<file path="src/rtl/nt_bus_pkg.sv">
`default_nettype none
// ============================================================================
// nt_bus_pkg : shared sizes, FSM encoding and helpers for the 8-way arbiter
// Rev 1.0
// ============================================================================
package nt_bus_pkg;

  localparam int N_PORTS = 8;
  localparam int SEL_W   = 3;
  localparam int CNT_W   = 4;

  typedef enum logic [0:0] {
    ST_IDLE = 1'b0,
    ST_BUSY = 1'b1
  } state_t;

  function automatic logic [N_PORTS-1:0] onehot(input logic [SEL_W-1:0] idx);
    logic [N_PORTS-1:0] v;
    v      = '0;
    v[idx] = 1'b1;
    return v;
  endfunction

endpackage
`default_nettype wire

</file>
<file path="src/rtl/mux8way16_arbiter_if.sv">
`default_nettype none
// ============================================================================
// mux8way16_arbiter_if : request/select/handshake bundle between sources,
// arbiter and consumer.  Rev 1.0
// ============================================================================
interface mux8way16_arbiter_if;
  import nt_bus_pkg::*;

  logic [N_PORTS-1:0] req;
  logic [N_PORTS-1:0] last;
  logic               out_ready;
  logic [SEL_W-1:0]   sel;
  logic [N_PORTS-1:0] grant;
  logic               out_valid;
  logic               out_last;
  logic [N_PORTS-1:0] ack;

  // Arbiter side
  modport master (
    input  req, last, out_ready,
    output sel, grant, out_valid, out_last, ack
  );

  // Source/consumer side
  modport slave (
    output req, last, out_ready,
    input  sel, grant, out_valid, out_last, ack
  );

endinterface
`default_nettype wire

</file>
<file path="src/rtl/rr_pick8.sv">
`default_nettype none
// ============================================================================
// rr_pick8 : first set request at or after ptr, wrapping modulo 8.
// Rev 1.0
// ============================================================================
module rr_pick8
  import nt_bus_pkg::*;
(
  input  logic [N_PORTS-1:0] req_i,
  input  logic [SEL_W-1:0]   ptr_i,
  output logic               any_o,
  output logic [SEL_W-1:0]   idx_o
);

  logic [SEL_W-1:0] cand;

  // Scan from the farthest offset down so the nearest hit overwrites the rest.
  always_comb begin
    any_o = 1'b0;
    idx_o = '0;
    cand  = '0;
    for (int k = N_PORTS - 1; k >= 0; k--) begin
      cand = ptr_i + SEL_W'(k);
      if (req_i[cand]) begin
        any_o = 1'b1;
        idx_o = cand;
      end
    end
  end

endmodule
`default_nettype wire

</file>
<file path="src/rtl/mux8way16_arbiter.sv">
`default_nettype none
// ============================================================================
// mux8way16_arbiter : round-robin owner select for a shared 16-bit 8-way mux
// with packet hold and a per-grant word limit.  Rev 1.0
// ============================================================================
module mux8way16_arbiter
  import nt_bus_pkg::*;
#(
  parameter int unsigned MAX_HOLD = 4
)
(
  input  logic                clk,
  input  logic                reset,
  mux8way16_arbiter_if.master bus
);

  localparam logic [CNT_W-1:0] HOLD_LAST = CNT_W'(MAX_HOLD - 1);

  state_t             state_q, state_d;
  logic [SEL_W-1:0]   sel_q,   sel_d;
  logic [SEL_W-1:0]   ptr_q,   ptr_d;
  logic [CNT_W-1:0]   cnt_q,   cnt_d;
  logic [N_PORTS-1:0] grant_q, grant_d;

  logic               busy;
  logic               owner_req;
  logic               xfer;
  logic               release_now;
  logic [SEL_W-1:0]   after_owner;
  logic [SEL_W-1:0]   pick_ptr;
  logic               pick_any;
  logic [SEL_W-1:0]   pick_idx;

  assign busy        = (state_q == ST_BUSY);
  assign owner_req   = bus.req[sel_q];
  assign xfer        = busy & owner_req & bus.out_ready;
  assign release_now = xfer & (bus.last[sel_q] | (cnt_q == HOLD_LAST));
  assign after_owner = sel_q + 1'b1;

  // While busy the only pick that matters is the release re-arbitration,
  // which starts just past the owner so it falls to lowest priority.
  assign pick_ptr = busy ? after_owner : ptr_q;

  rr_pick8 u_pick (
    .req_i (bus.req),
    .ptr_i (pick_ptr),
    .any_o (pick_any),
    .idx_o (pick_idx)
  );

  always_ff @(posedge clk or posedge reset) begin
    if (reset) begin
      state_q <= ST_IDLE;
      sel_q   <= '0;
      ptr_q   <= '0;
      cnt_q   <= '0;
      grant_q <= '0;
    end else begin
      state_q <= state_d;
      sel_q   <= sel_d;
      ptr_q   <= ptr_d;
      cnt_q   <= cnt_d;
      grant_q <= grant_d;
    end
  end

  always_comb begin
    state_d = state_q;
    sel_d   = sel_q;
    ptr_d   = ptr_q;
    cnt_d   = cnt_q;
    grant_d = grant_q;
    unique case (state_q)
      ST_IDLE: begin
        grant_d = '0;
        if (pick_any) begin
          state_d = ST_BUSY;
          sel_d   = pick_idx;
          grant_d = onehot(pick_idx);
          cnt_d   = '0;
        end
      end
      ST_BUSY: begin
        if (!owner_req) begin
          state_d = ST_IDLE;
          ptr_d   = after_owner;
          grant_d = '0;
          cnt_d   = '0;
        end else if (xfer) begin
          cnt_d = cnt_q + 1'b1;
          if (release_now) begin
            ptr_d = after_owner;
            if (pick_any) begin
              sel_d   = pick_idx;
              grant_d = onehot(pick_idx);
              cnt_d   = '0;
            end else begin
              state_d = ST_IDLE;
              grant_d = '0;
              cnt_d   = '0;
            end
          end
        end
      end
      default: begin
        state_d = ST_IDLE;
        grant_d = '0;
      end
    endcase
  end

  assign bus.sel       = sel_q;
  assign bus.grant     = grant_q;
  assign bus.out_valid = busy & owner_req;
  assign bus.out_last  = bus.out_valid & bus.last[sel_q];
  assign bus.ack       = grant_q & {N_PORTS{bus.out_valid & bus.out_ready}};

endmodule
`default_nettype wire

</file>
<file path="src/flat_wrapper.sv">
// flat-port wrapper written by rule: the top's interface ports become plain ports
module mux8way16_arbiter_flat import nt_bus_pkg::*;
#(
  parameter int unsigned MAX_HOLD = 4
)
  (clk, reset, bus_req, bus_last, bus_out_ready, bus_sel, bus_grant, bus_out_valid, bus_out_last, bus_ack);
  mux8way16_arbiter_if bus_i ();
  input  logic clk;
  input  logic reset;
  input wire logic [$bits(bus_i.req)-1:0] bus_req;
  input wire logic [$bits(bus_i.last)-1:0] bus_last;
  input wire logic [$bits(bus_i.out_ready)-1:0] bus_out_ready;
  output wire logic [$bits(bus_i.sel)-1:0] bus_sel;
  output wire logic [$bits(bus_i.grant)-1:0] bus_grant;
  output wire logic [$bits(bus_i.out_valid)-1:0] bus_out_valid;
  output wire logic [$bits(bus_i.out_last)-1:0] bus_out_last;
  output wire logic [$bits(bus_i.ack)-1:0] bus_ack;
  assign bus_i.req = bus_req;
  assign bus_i.last = bus_last;
  assign bus_i.out_ready = bus_out_ready;
  assign bus_sel = bus_i.sel;
  assign bus_grant = bus_i.grant;
  assign bus_out_valid = bus_i.out_valid;
  assign bus_out_last = bus_i.out_last;
  assign bus_ack = bus_i.ack;
  mux8way16_arbiter #(.MAX_HOLD(MAX_HOLD)) u_core (.clk(clk), .reset(reset), .bus(bus_i));
endmodule
</file>
<file path="config.mk">
export PLATFORM = sky130hd
export DESIGN_NAME = mux8way16_arbiter_flat
export DESIGN_NICKNAME = d
export VERILOG_FILES = /design/src/rtl/nt_bus_pkg.sv /design/src/rtl/mux8way16_arbiter_if.sv /design/src/rtl/rr_pick8.sv /design/src/rtl/mux8way16_arbiter.sv /design/src/flat_wrapper.sv
export SDC_FILE = /design/constraint.sdc
export NUM_CORES = 1
export LEC_CHECK = 0
export CAP_MARGIN = 40
export CORE_MARGIN = 1
export CORE_UTILIZATION = 50
export CTS_CLUSTER_DIAMETER = 200
export DETAILED_ROUTE_END_ITERATION = 10
export GPL_ROUTABILITY_DRIVEN = 0
export GPL_TIMING_DRIVEN = 0
export PLACE_DENSITY = 0.76
export SETUP_SLACK_MARGIN = 0.5
export SYNTH_ARGS = -nofsm -noshare
export SYNTH_HDL_FRONTEND = slang
export SYNTH_SLANG_ARGS = --single-unit
export TNS_END_PERCENT = 20
</file>
<file path="constraint.sdc">
create_clock -name clk -period 4.4 [get_ports clk]
set_clock_uncertainty 0.1 [all_clocks]
set_input_delay 0.88 -clock clk [delete_from_list [all_inputs] [get_ports clk]]
set_output_delay 0.88 -clock clk [all_outputs]
set_load 0.005 [all_outputs]
</file>
==> results of run 1 <==
-- final timing paths --
kind | to | depth (start not counted) | startpoint
max in group asynchronous | u_core.bus.sel[1] | 2 | reset
min | u_core.cnt_q[3] | 1 | u_core.cnt_q[3]
max reg2reg | u_core.bus.grant[3] | 14 | u_core.bus.sel[0]
max | bus_ack[3] | 8 | bus_req[2]
min reg2reg | u_core.cnt_q[3] | 1 | u_core.cnt_q[3]
min in group asynchronous | u_core.cnt_q[1] | 2 | reset
-- through the flow --
step | hold slack (ns) | setup slack [ns]
after floorplan | 0.3440 | 0.7473
after detailed placement | 0.3667 | 0.08803
final | 0.3837 | 0.5585
after global placement | 0.3642 | 0.1309
after global routing | 0.4105 | 0.4807
after CTS | 0.3865 | 0.5064
-- metal layers --
| layer | wire length [um] | track usage, % | vias up |
|---|---|---|---|
| met5 | 0 | 0 | - |
| met4 | 82 | 5.669 | 0 |
| met3 | 519 | 4.360 | 12 |
| met2 | 2905 | 41.32 | 100 |
| met1 | 2900 | 39.79 | 1116 |
| li1 | - | - | 1104 |
-- final cells by class --
cell class	instances	area, um^2
plain buffers	15	91.34
clock buffers	4	45.04
fillers	362	1491
inverters	8	32.53
multi-input cells	223	1750
flip-flops and latches	19	476.7
well taps	52	65.06
repair buffers	40	401.6
-- critical path: cells and delay by family --
kind | cells | cell delay (ns)
buffers and inverters | 4 | 0.96
multiplexers | 2 | 0.67
AND/OR/NAND/NOR | 2 | 0.34
-- sequential cells by signal, indices dropped and copies added, names as in the netlist --
register / cells
u_core.bus.grant: 8
u_core.ptr_q: 3
u_core.busy: 1
u_core.bus.sel: 3
u_core.cnt_q: 4
-- kinds of logic (layout without fill, tap and decap cells) --
family,Yosys count,count (layout),synth area share [%]
adder cells (fa/ha/maj),3,3,1.652
AND/OR/NAND/NOR,96,96,22.19
flip-flops,19,19,20.93
buffers and inverters,23,67,5.231
multiplexers,25,25,16.30
XOR/XNOR,5,5,2.258
AO/OA/AOI/OAI,94,94,31.44
-- what timing repair did --
| action | CTS | global route |
|---|---|---|
| cloned | 0 | 0 |
| pin swaps | 0 | 1 |
| endpoints found under the setup margin | 20 | 19 |
| setup buffers | 1 | 1 |
| gates resized for setup | 25 | 9 |
-- placed cells by master, fill, tap and decap left out, types with 4 or more instances in the layout --
master,instances
mux2_2,6
and2_1,5
mux2i_1,8
o31ai_1,7
clkdlybuf4s15_2,5
and3_1,13
a21oi_2,4
buf_4,5
dfrtp_1,18
nand3_1,15
mux4_2,8
nor3_1,9
inv_1,6
clkbuf_1,4
clkdlybuf4s50_1,30
nor2_1,8
nand2_1,28
a21oi_1,17
o21ai_0,14
o21ai_1,9
a32o_1,4
==> results.yml, run 1 <==
floorplan:
  die-area_um2: 4818
  ios: 40
  fp.dieH_um: 69.41
  core_area_um2: 4354
  row_count: 24
  die_x_um: 69.41
  start_util_pct: 52.18
critical_path:
  path_cells: "dlygate4sd2_1, mux4_2, mux2i_4, nand2b_4, inv_1, clkbuf_4, and3_1, clkdlybuf4s50_1"
  crit_type: "in -> out"
  critPathCaptureType: "output port"
  max_stage_delay_ns: 0.50
  ff2ff_setup_slack_ns: 0.71
  worstSetupStartpointType: "primary input"
  path_max_fanout: 10
  slowest_stage: "mux4_2"
  required_ns: 3.42
  cp.arrival_ns: 2.86
synth:
  synth_top_cells_by_count: "nand2_1, dfrtp_1, a21oi_1"
  yosys-top-cells-area: "dfrtp_1, mux4_2, nand2_1"
  yosys.area.top_type: "dfrtp_1"
  synth.cell_area_um2: 2272
  synth.distinct_cells: 68
  ys_seq_area_share_pct: 20.93
  ys.warnings.count: 0
  async_flop_share_pct: 100.0
  synth_enable_flop_cells: 0
  yosys_most_used_dff: "dfrtp_1"
  synthCells: 265
  synth_seq_cells: 19
  synth.avg_cell_area_um2: 8.574
  yosysMostFrequentCell: "nand2_1"
  yosys.area.top_type_share_pct: 20.93
  synth_fp_nets: 287
detailed_routing:
  ant_nets: 0
  post_drt_wl_per_cell_um: 17.75
  wl_um: 6409
  viasPerCell: 6.460
  drt_pass1_iterations: 5
  vias: 2332
  first_iter_violations: 209
  drc: 0
global_route:
  grt_pass1_wl_um: 10410
  grt_max_degree: 20
  grt_usage_pct: 26.87
  grt-ovfl-total: 0
  antenna_found_initial: 0
  grt_pass1_vias: 2168
place:
  io_buffer_count: 38
  post-dp-hpwl_um: 4875
  placedInstanceArea_um2: 2718
  place_inst: 355
sta:
  tightestPinTransition_ns: 0.7592
  fmax_ghz: 0.2603
  drv_slew: 0
  final_hold_viol_count: 0
  min_period_ns: 3.841
  setup_tns_ns: 0
  relSlewSlack_pct: 49.39
  rsz0062_at_grt: "yes"
  finalSetupViolations: 0
  period_share_pct: 87.31
clocking:
  h-tree-depth: 1
  cts.sink_count: 19
  root_buffer: "clkbuf_8"
  ctsLongestPathBuffers: 2
  clk_pin_slew_ns: 0.07
  cts_tree: "yes"
  worstSkewPairLatency_ns: 0.26
  cts_buffers: 3
  postCtsHoldBufs: 0
cells_and_area:
  stdcell_area_um2: 2863
  diodes: 0
  final_core_util_pct: 65.75
  nets: 332
  layout.cells.non_filler: 361
  syn2layout_area_growth_pct: 25.99
  drive_gt1_share_pct: 22.65
job:
  drv_cap: 0
status:
  status: "completed"
hold_path:
  min_path_type: "reg -> reg"
Power of run 1 is left out: the tool's default activity adds up to more than one toggle a clock period on the data nets, which glitch-free logic cannot reach.
==> inputs of run 2 (changes only) <==
--- a/config.mk
+++ b/config.mk
@@ -7,12 +7,12 @@
 export LEC_CHECK = 0
 export CAP_MARGIN = 40
 export CORE_MARGIN = 1
-export CORE_UTILIZATION = 50
-export CTS_CLUSTER_DIAMETER = 200
+export CORE_UTILIZATION = 54
+export CTS_CLUSTER_SIZE = 24
 export DETAILED_ROUTE_END_ITERATION = 10
 export GPL_ROUTABILITY_DRIVEN = 0
 export GPL_TIMING_DRIVEN = 0
-export PLACE_DENSITY = 0.76
+export PLACE_DENSITY = 0.81
 export SETUP_SLACK_MARGIN = 0.5
 export SYNTH_ARGS = -nofsm -noshare
 export SYNTH_HDL_FRONTEND = slang
==> run 2 against run 1 <==
Cell count down 0.55%. Fmax down 1.6%. Die area down 7.2%. Register-to-register slack about the same. Worst setup slack worse by 0.064 ns. Flip-flop and latch count unchanged. Critical path depth unchanged. Hold slack better by 0.021 ns. Count of clock-buffer cells in the layout unchanged. Global-route usage up 3.3 points.
==> results.yml, run 2 (synthesis gave the netlist of run 1 again) <==
cells_and_area:
  final_common_cell: "clkdlybuf4s50_1"
  drive_gt1_share_pct: 23.62
  nets: 332
  syn2layout_area_growth_pct: 24.67
  regArea_um2: 476.7
  layout_common_cells: "clkdlybuf4s50_1, nand2_1, dfrtp_1"
  final_core_util_pct: 70.31
  multi_input_area_um2: 1735
  largest_reg_flops: 8
  diodes: 0
  nFillCells: 333
sta:
  relSlewSlack_pct: 48.92
  drv_slew: 0
  final_hold_viol_count: 0
  setup_tns_ns: 0
  finalSetupViolations: 0
  period_share_pct: 88.76
  holdWs_ns: 0.4052
  fmax_ghz: 0.2560
  rsz0062_at_grt: "yes"
  worst_slack_ns: 0.4944
  tightestPinTransition_ns: 0.7662
  min_period_ns: 3.906
global_route:
  grt_pass1_vias: 2031
  antenna_found_initial: 0
  grt-ovfl-total: 0
  grt_pass1_wl_um: 10100
  grt_usage_pct: 30.13
  grt_max_degree: 20
floorplan:
  ios: 40
  die_x_um: 66.87
  row_count: 23
  core_area_um2: 4029
  start_util_pct: 56.40
  die-area_um2: 4471
  fp.dieH_um: 66.87
critical_path:
  path_cells: "clkdlybuf4s15_1, mux4_2, mux2i_2, nand2b_4, inv_1, clkbuf_4, and3_1, clkdlybuf4s50_1"
  path_buf_inv: 4
  crit_type: "in -> out"
  ff2ff_setup_slack_ns: 0.71
  critPathCaptureType: "output port"
  required_ns: 3.42
  cp.arrival_ns: 2.93
  r2r_cells: 14
  path_max_fanout: 10
  worstSetupStartpointType: "primary input"
  slowest_stage: "mux4_2"
  crit_family: "buffers and inverters"
  rr_endpoint: "u_core.bus.grant[5]"
  r2r-start: "u_core.bus.sel[0]"
  max_stage_delay_ns: 0.50
detailed_routing:
  drc: 0
  vias: 2369
  drt_pass1_iterations: 5
  post_drt_wl_per_cell_um: 18.18
  wl_um: 6525
  viasPerCell: 6.599
  first_iter_violations: 235
  ant_nets: 0
clocking:
  h-tree-depth: 1
  postCtsHoldBufs: 0
  clk_pin_slew_ns: 0.07
  worstSkewPairLatency_ns: 0.26
  cts_tree: "yes"
  cts_buffers: 3
  cts.sink_count: 19
  root_buffer: "clkbuf_8"
  ctsLongestPathBuffers: 2
place:
  io_buffer_count: 38
  pre_cts_ws_ns: 0.09203
  post-dp-hpwl_um: 4912
status:
  status: "completed"
hold_path:
  whs_path_depth: 1
  hold_end: "u_core.cnt_q[3]"
  min_path_type: "reg -> reg"
  hp-start: "u_core.cnt_q[3]"
job:
  drv_cap: 0
[run 2: cell count changes in the layout (fill, tap and decap cells not counted)]
| cell | delta |
|---|---|
| clkdlybuf4s15_1 | +1 |
| clkdlybuf4s15_2 | -1 |
| ha_2 | +1 |
| clkdlybuf4s50_1 | -1 |
| ha_1 | -1 |
| mux2i_4 | -2 |
| mux2i_2 | +2 |
| dlymetal6s2s_1 | -1 |
| buf_2 | +1 |
| clkbuf_1 | -1 |
| clkbuf_2 | +2 |
[run 2: cell type report]
type / instances / share of cell area, %
plain buffers: 15 / 3.269
multi-input cells: 223 / 61.26
clock buffers: 4 / 1.590
repair buffers: 40 / 13.69
inverters: 8 / 1.148
well taps: 50 / 2.208
flip-flops and latches: 19 / 16.83
[run 2: repair_timing]
| action | 4_1_cts | 5_1_grt |
|---|---|---|
| endpoints found under the setup margin | 20 | 18 |
| buffers inserted | 2 | 0 |
| pin swaps | 0 | 0 |
| resized for setup | 27 | 13 |
[run 2: routing by layer]
metal | track usage [%] | wire length, um | share of wire (%) | vias up
li1 | - | - | - | 1099
met1 | 44.06 | 2810 | 43 | 1137
met2 | 45.96 | 3058 | 47 | 131
met3 | 5.993 | 640 | 9.8 | 2
met4 | 4.787 | 16 | 0.25 | 0
met5 | 0 | 0 | 0 | -
[run 2: how the worst max path moves through the flow]
| stage | start | endpoint | slack, ns | depth (start not counted) |
|---|---|---|---|---|
| final | bus_req[1] | bus_ack[5] | 0.49 | 8 |
| after global routing | bus_req[1] | bus_ack[4] | 0.47 | 8 |
| after CTS | u_core.bus.sel[1] | u_core.bus.grant[5] | 0.48 | 14 |
| after detailed placement | bus_req[3] | bus_ack[0] | 0.09 | 8 |
| after global placement | u_core.bus.sel[1] | u_core.bus.grant[7] | 0.17 | 14 |
| after floorplan | u_core.bus.sel[1] | u_core.bus.grant[6] | 0.75 | 14 |
[run 2: stage by stage]
stage          cells  area, um^2
2_1_floorplan    265        2272
3_3_place_gp     353        2715
3_5_place_dp     353        2715
4_1_cts          359        2808
5_1_grt          359        2833
6_report         359        2833
[run 2: worst register-to-register path: stages, from the launching register on]
cell and delay (ns):
dfrtp_1 0.48, ha_4 0.31, mux2i_4 0.19, inv_2 0.10, clkbuf_2 0.19, ha_2 0.24
nand2_1 0.12, o2bb2ai_4 0.11, nor2_4 0.24, mux2i_2 0.32, a21bo_2 0.26, a211oi_1 0.20
a22oi_1 0.14, or2_1 0.30, o31ai_1 0.28
Power of run 2 is left out for the same reason.
==> inputs of run 3 (changes only) <==
--- a/config.mk
+++ b/config.mk
@@ -7,7 +7,7 @@
 export LEC_CHECK = 0
 export CAP_MARGIN = 40
 export CORE_MARGIN = 1
-export CORE_UTILIZATION = 54
+export CORE_UTILIZATION = 52
 export CTS_CLUSTER_SIZE = 24
 export DETAILED_ROUTE_END_ITERATION = 10
 export GPL_ROUTABILITY_DRIVEN = 0
@@ -16,5 +16,6 @@
 export SETUP_SLACK_MARGIN = 0.5
 export SYNTH_ARGS = -nofsm -noshare
 export SYNTH_HDL_FRONTEND = slang
+export SYNTH_HIERARCHICAL = 1
 export SYNTH_SLANG_ARGS = --single-unit
 export TNS_END_PERCENT = 20
==> run 3 against run 2 <==
Global-route usage is 1.9 points lower. Fmax is 2.6% lower. Flip-flop and latch count stayed put. Critical endpoint unchanged.
==> results.yml, run 3 <==
clocking:
  h-tree-depth: 1
  postCtsHoldBufs: 0
  root_buffer: "clkbuf_8"
  cts_tree: "yes"
  cts_buffers: 3
  clk_pin_slew_ns: 0.07
  ctsLongestPathBuffers: 2
  cts.sink_count: 19
  worstSkewPairLatency_ns: 0.26
detailed_routing:
  vias: 2004
  wl_um: 6085
  drc: 0
  drt_pass1_iterations: 6
  viasPerCell: 6.680
  post_drt_wl_per_cell_um: 20.28
  ant_nets: 0
  first_iter_violations: 214
synth:
  synth_seq_cells: 19
  synth_fp_nets: 219
  async_flop_share_pct: 100.0
  synth.distinct_cells: 51
  synthCells: 196
  ys.warnings.count: 6
  yosys.area.top_type: "dfrtp_1"
  synth_enable_flop_cells: 0
  yosysMostFrequentCell: "dfrtp_1"
  yosys_most_used_dff: "dfrtp_1"
  synth.avg_cell_area_um2: 9.863
  synth.cell_area_um2: 1933
  synth_top_cells_by_count: "dfrtp_1, nand2_1, nand3_1"
  yosys.area.top_type_share_pct: 24.60
  ys_seq_area_share_pct: 24.60
  yosys-top-cells-area: "dfrtp_1, mux4_2, mux4_1"
critical_path:
  crit_type: "in -> out"
  required_ns: 3.42
  path_max_fanout: 10
  critPathCaptureType: "output port"
  cp.arrival_ns: 3.03
  worstSetupStartpointType: "primary input"
sta:
  period_share_pct: 91.12
  tightestPinTransition_ns: 0.7238
  setup_tns_ns: 0
  relSlewSlack_pct: 51.69
  rsz0062_at_grt: "yes"
  fmax_ghz: 0.2494
  finalSetupViolations: 0
  final_hold_viol_count: 0
  drv_slew: 0
  min_period_ns: 4.009
cells_and_area:
  syn2layout_area_growth_pct: 40.91
  nFillCells: 209
  drive_gt1_share_pct: 31.89
  nets: 278
  largest_reg_flops: 8
  layout_common_cells: "clkdlybuf4s50_1, dfrtp_1, buf_4"
  final_common_cell: "clkdlybuf4s50_1"
  diodes: 0
hold_path:
  min_path_type: "reg -> reg"
floorplan:
  row_count: 21
  ios: 40
  fp.dieH_um: 62.97
  die_x_um: 62.97
  start_util_pct: 56.16
  die-area_um2: 3965
  core_area_um2: 3442
global_route:
  grt_pass1_wl_um: 8859
  grt_usage_pct: 28.24
  grt_max_degree: 20
  antenna_found_initial: 0
  grt-ovfl-total: 0
  grt_pass1_vias: 1863
place:
  io_buffer_count: 39
  post-dp-hpwl_um: 3705
job:
  drv_cap: 0
status:
  status: "completed"
run 3: changes by cell type after synthesis, moves of 5 or more:
cell     delta
mux2_1      +8
mux4_1      +5
nand2_1    -14
o21ai_0    -11
nor3_1      -7
o21ai_1     -7
a21oi_1     -8
run 3: worst paths after layout:
| kind | from | depth (start not counted) | slack, ns | endpoint |
|---|---|---|---|---|
| worst max-delay path | bus_req[2] | 7 | 0.39 | bus_ack[5] |
| worst min-delay path | u_core/ptr_q[1] | 1 | 0.42 | u_core/ptr_q[1] |
| worst max register to register | u_core/bus.sel[1] | 14 | 0.50 | u_core/bus.sel[1] |
| worst min register to register | u_core/ptr_q[1] | 1 | 0.42 | u_core/ptr_q[1] |
| max in group asynchronous | reset | 2 | 2.76 | u_core/bus.sel[1] |
| min in group asynchronous | reset | 2 | 0.94 | u_core/cnt_q[2] |
run 3: kinds of logic after synthesis:
family	synth area share, %
flops	24.60
fa+ha+maj	2.589
xor+xnor	1.813
mux	30.42
buf+inv	5.696
simple gates	16.96
compound gates	17.93
run 3: area by class of cell:
cell class                 count  area, um^2  area share (%)
inverter                       7       28.78           1.057
clock buffer                   3       41.29           1.516
sequential                    19       476.7           17.50
buffer                        13       110.1           4.042
clock inverter                 1       7.507          0.2756
timing repair buffer          54       494.2           18.14
multi-input combinational    157        1508           55.35
tap                           46       57.56           2.113
run 3: worst max-delay path: stages:
cell and delay, ns:
clkdlybuf4s15_1 0.27, mux4_2 0.53, mux2_4 0.31, and2_4 0.18, buf_4 0.16, and3_1 0.21
clkdlybuf4s50_1 0.48
run 3: what timing repair did:
action | in CTS | in global routing
setup buffers | 5 | 10
endpoints found under the setup margin | 25 | 22
cloned | 0 | 0
pin swaps | 4 | 12
resized for setup | 29 | 43
run 3: metrics by stage:
| step | setup slack [ns] | cells | utilization (%) | instance area [um^2] | hold WS, ns |
|---|---|---|---|---|---|
| after global placement | -0.09531 | 281 | 69.17 | 2381 | 0.3691 |
| after CTS | 0.4457 | 290 | 73.03 | 2514 | 0.4068 |
| final | 0.3908 | 300 | 79.13 | 2724 | 0.4156 |
| after detailed placement | -0.2834 | 281 | 69.17 | 2381 | 0.3906 |
| after floorplan | 0.5219 | 196 | - | 1933 | 0.3602 |
| after global routing | 0.3754 | 300 | 79.13 | 2724 | 0.4481 |
run 3: per-layer routing:
metal	track usage, %	up-vias	wire, um
met5	0	-	0
met4	8.140	0	145
met3	5.109	18	381
met2	47.04	103	3081
met1	37.14	996	2477
li1	-	887	-
Power of run 3 is left out for the same reason.
==> RTL change 1 (settings of run 3) <==
Compare `cnt_q` against `HOLD_LAST` with >= in place of ==.
--- a/src/rtl/mux8way16_arbiter.sv
+++ b/src/rtl/mux8way16_arbiter.sv
@@ -36,3 +36,3 @@
   assign xfer        = busy & owner_req & bus.out_ready;
-  assign release_now = xfer & (bus.last[sel_q] | (cnt_q == HOLD_LAST));
+  assign release_now = xfer & (bus.last[sel_q] | (cnt_q >= HOLD_LAST));
   assign after_owner = sel_q + 1'b1;
Formal check against the unedited RTL: same outputs for any inputs over 10 cycles, from zero or initial values and one cycle with reset high; that may be too few to reach the edited logic, so the function may still have changed.
==> RTL change 1 against run 3 <==
  * Maximum frequency grew 4.7%
  * Non-clock buffer count down 9
  * Routed wire length decreased by 15%
  * Design area fell by 4.5%
  * Worst hold slack worse by 0.030 ns
  * Critical path type is now flip-flop to flip-flop
  * Synthesized area increased by 2.0%
  * Via count down 6.1%
  * Setup slack improved by 0.18 ns
  * Sequential share of layout area increased by 0.83 points
  * First-iteration DRC count decreased by 14%
  * Sequential cell count stayed put
Power is not shown: default switching activity piles up to over one toggle a cycle in this logic, so the estimate is an artifact.
==> RTL change 1: results (changes against run 3) <==
* Avg WL per Cell at 16.9 um (-17%)
* Signal buf overhead at 21.2% (-0.96 points)
* Post-layout nets at 280 (+0.72%)
* Syn Nets at 229 (+4.6%)
* Post-CTS sizing at 22 (-24%)
* Max stage delay on crit path at 0.40 ns (-0.13 ns)
* Starting DRC count in detailed routing at 183 (-14%)
* Seq/total area at 18.3% (+0.83 points)
* Status: finished, final reports clean
* Non-Clock Buffer Count at 58 (-13%)
* R2R Setup Slk at 0.57 ns (+0.07 ns)
* WS Path Type: flip-flop to flip-flop
* Global-route wire length before repair at 8290 um (-6.4%)
* HPWL after DPL at 3810 um (+2.9%)
* Final wirelength at 5140 um (-15%)
* Multi-input gate area at 0.00138 mm2 (-8.2%)
* Multi-input gate share of the layout cell area at 53.2% (-2.1 points)
* Number of clock buffers in the layout at 4 (+1)
* GRT Total Usage at 26.5% (-1.7 points)
* Setup bufs post-CTS at 6 (+1)
* Commonest cells in the netlist: 20 x inv_1, 19 x dfrtp_1, 14 x nand2_1
* Cells after DPL at 293 (+4.3%)
* Final core utilization at 71.0% (-8.1 points)
* DP Worst Slack at 0.0364 ns (+0.320 ns)
* RR Startpoint: u_core/busy$_DFF_PP0_
==> RTL change 1: changes by cell type after synthesis, moves of 6 or more <==
cell,before,now
o31ai_1,8,1
inv_1,7,20
nor3_1,2,12
o32ai_1,0,6
and3_1,10,1
nand3_1,11,4
mux2_1,8,2
==> RTL change 1: how the worst min path moves through the flow <==
stage / slack (ns) / start / to
floorplan: 0.34 / u_core/cnt_q[3]$_DFFE_PP0P_ / u_core/cnt_q[3]$_DFFE_PP0P_
global placement: 0.36 / u_core/cnt_q[3]$_DFFE_PP0P_ / u_core/cnt_q[3]$_DFFE_PP0P_
detailed placement: 0.36 / u_core/cnt_q[3]$_DFFE_PP0P_ / u_core/cnt_q[3]$_DFFE_PP0P_
CTS: 0.38 / u_core/cnt_q[3]$_DFFE_PP0P_ / u_core/cnt_q[3]$_DFFE_PP0P_
global route: 0.40 / u_core/cnt_q[3]$_DFFE_PP0P_ / u_core/cnt_q[3]$_DFFE_PP0P_
finish: 0.39 / u_core/cnt_q[2]$_DFFE_PP0P_ / u_core/cnt_q[2]$_DFFE_PP0P_
==> RTL change 1: cell families (layout without fill, tap and decap cells) <==
kind of cell               count (synthesis)  in the layout  synth area share, %
adders and majority gates                  4              4                 2.54
and+or+nand+nor                           60             60                 15.7
DFF                                       19             19                 24.1
muxes                                     32             32                 26.3
AOI/OAI and AO/OA                         54             54                 21.0
xor gates and xnor gates                   4              4                 1.78
buffers and inverters                     33             83                 8.57
==> RTL change 1: routing by layer <==
layer  global-route usage (%)  part of all wire, %  vias to the layer above
li1                         -                    -                      889
met1                     30.0                   41                      909
met2                     48.4                   51                       68
met3                     2.54                  4.8                       15
met4                     14.5                  3.1                        0
met5                        0                    0                        -
==> RTL change 2 (flow settings as in run 3) <==
Made on the original files. `CNT_W`: 4 -> 6.
--- a/src/rtl/nt_bus_pkg.sv
+++ b/src/rtl/nt_bus_pkg.sv
@@ -9,3 +9,3 @@
   localparam int SEL_W   = 3;
-  localparam int CNT_W   = 4;
+  localparam int CNT_W   = 6;
 
Function: no difference found for any inputs over 4 cycles, from zero or initial values and one cycle with reset high; that may be too few to reach the edited logic, so the function may still have changed.
==> RTL change 2 against run 3 <==
  * Via count rose by 22%
  * Largest cell class unchanged
  * First-iteration DRC count is 19% lower
  * Sequential cell count grew 2
  * Non-clock buffer count grew 17
  * Maximum frequency grew 0.12%
  * Sequential share of layout area shrank 1.3 points
  * Count of clock-buffer cells in the layout unchanged
  * Setup slack better by 0.0047 ns
  * Design area grew 20%
  * Routed wire length grew 14%
  * Synthesized area grew 20%
Power is not shown: default switching activity piles up to over one toggle a cycle in this logic, so the estimate is an artifact.
==> RTL change 2: results (changes against run 3) <==
* Avg WL per Cell at 18.6 um (-8.5%)
* Worst path slowest cell: dfrtp_2
* Area contributors post-synth: dfrtp_1 23%, mux4_1 5.7%, mux4_2 4.8%, mux2_4 4.5%, mux2_1 4.4%
* Seq/Total Area, Yosys at 22.6% (-2.0 points)
* Starting DRC count in detailed routing at 174 (-19%)
* Vias in the first global route at 2153 (+16%)
* Routing usage on met3 at 3.62% (-1.5 points)
* Final hold slack at 0.419 ns (+0.00380 ns)
* Commonest cells in the netlist: 25 x nand2_1, 21 x dfrtp_1, 12 x and2_1, 12 x inv_1, 10 x nor2_1
* Cells after DPL at 342 (+22%)
* Share of cells above drive strength 1 at 31.5% (-0.41 points)
* Die width at 68.8 um (+9.3%)
* Critical R2R Capture: u_core/bus.grant[5]$_DFFE_PP0P_
* Post-layout nets at 348 (+25%)
* HPWL after DPL at 4240 um (+14%)
* Worst-Margin Slew at 0.845 ns (+0.121 ns)
* CP delay by family, top: multiplexers
* GRT Total Usage at 28.3% (+0.040 points)
* Global-route wire length before repair at 10100 um (+14%)
* RR Startpoint: u_core/bus.sel[0]$_DFFE_PP0P_
* Status: finished, final reports clean
* Critical Path AT at 4.06 ns (+1.03 ns)
* Met3 routed WL at 411 um (+7.9%)
* Crit path max fanout at 7 (-3)
* Syn Nets at 276 (+26%)
* Syn avg cell area at 9.18 um2 (-6.9%)
==> RTL change 2: layout make-up <==
type                            instances  share of cell area (%)
Clock inverter                          1                   0.153
Timing Repair Buffer                   67                    18.8
Buffer                                 17                    4.94
Clock buffer                            3                    1.26
Tap cell                               50                    1.91
Multi-Input combinational cell        202                    55.1
Sequential cell                        21                    16.2
Inverter                               13                    1.61
==> RTL change 2: worst max-delay path by stage <==
stage                                  startpoint                              end  slack (ns)  cells after the start
global route                u_core/busy$_DFF_PP0_  u_core/bus.grant[5]$_DFFE_PP0P_        0.31                     17
detailed placement          u_core/busy$_DFF_PP0_  u_core/bus.grant[4]$_DFFE_PP0P_       -0.15                     17
global placement            u_core/busy$_DFF_PP0_  u_core/bus.grant[4]$_DFFE_PP0P_       -0.11                     17
finish              u_core/bus.sel[0]$_DFFE_PP0P_  u_core/bus.grant[5]$_DFFE_PP0P_        0.40                     16
CTS                 u_core/bus.sel[0]$_DFFE_PP0P_    u_core/bus.sel[0]$_DFFE_PP0P_        0.45                     17
floorplan                   u_core/busy$_DFF_PP0_  u_core/bus.grant[2]$_DFFE_PP0P_        0.51                     17
==> RTL change 2: repair_timing <==
item	in CTS	in global routing
buffers inserted	10	18
endpoints found under the setup margin	26	26
gates resized for setup	31	33
pin swaps	4	10
==> RTL change 2: cell families (layout without fill, tap and decap cells) <==
family / count (synthesis) / after routing / share of synthesized area [%]
AOI/OAI and AO/OA: 74 / 74 / 24.3
xor gates and xnor gates: 4 / 4 / 1.51
adders and majority gates: 4 / 4 / 2.15
buffers and inverters: 30 / 101 / 6.46
DFF: 21 / 21 / 22.6
muxes: 36 / 36 / 24.0
and+or+nand+nor: 84 / 84 / 19.0
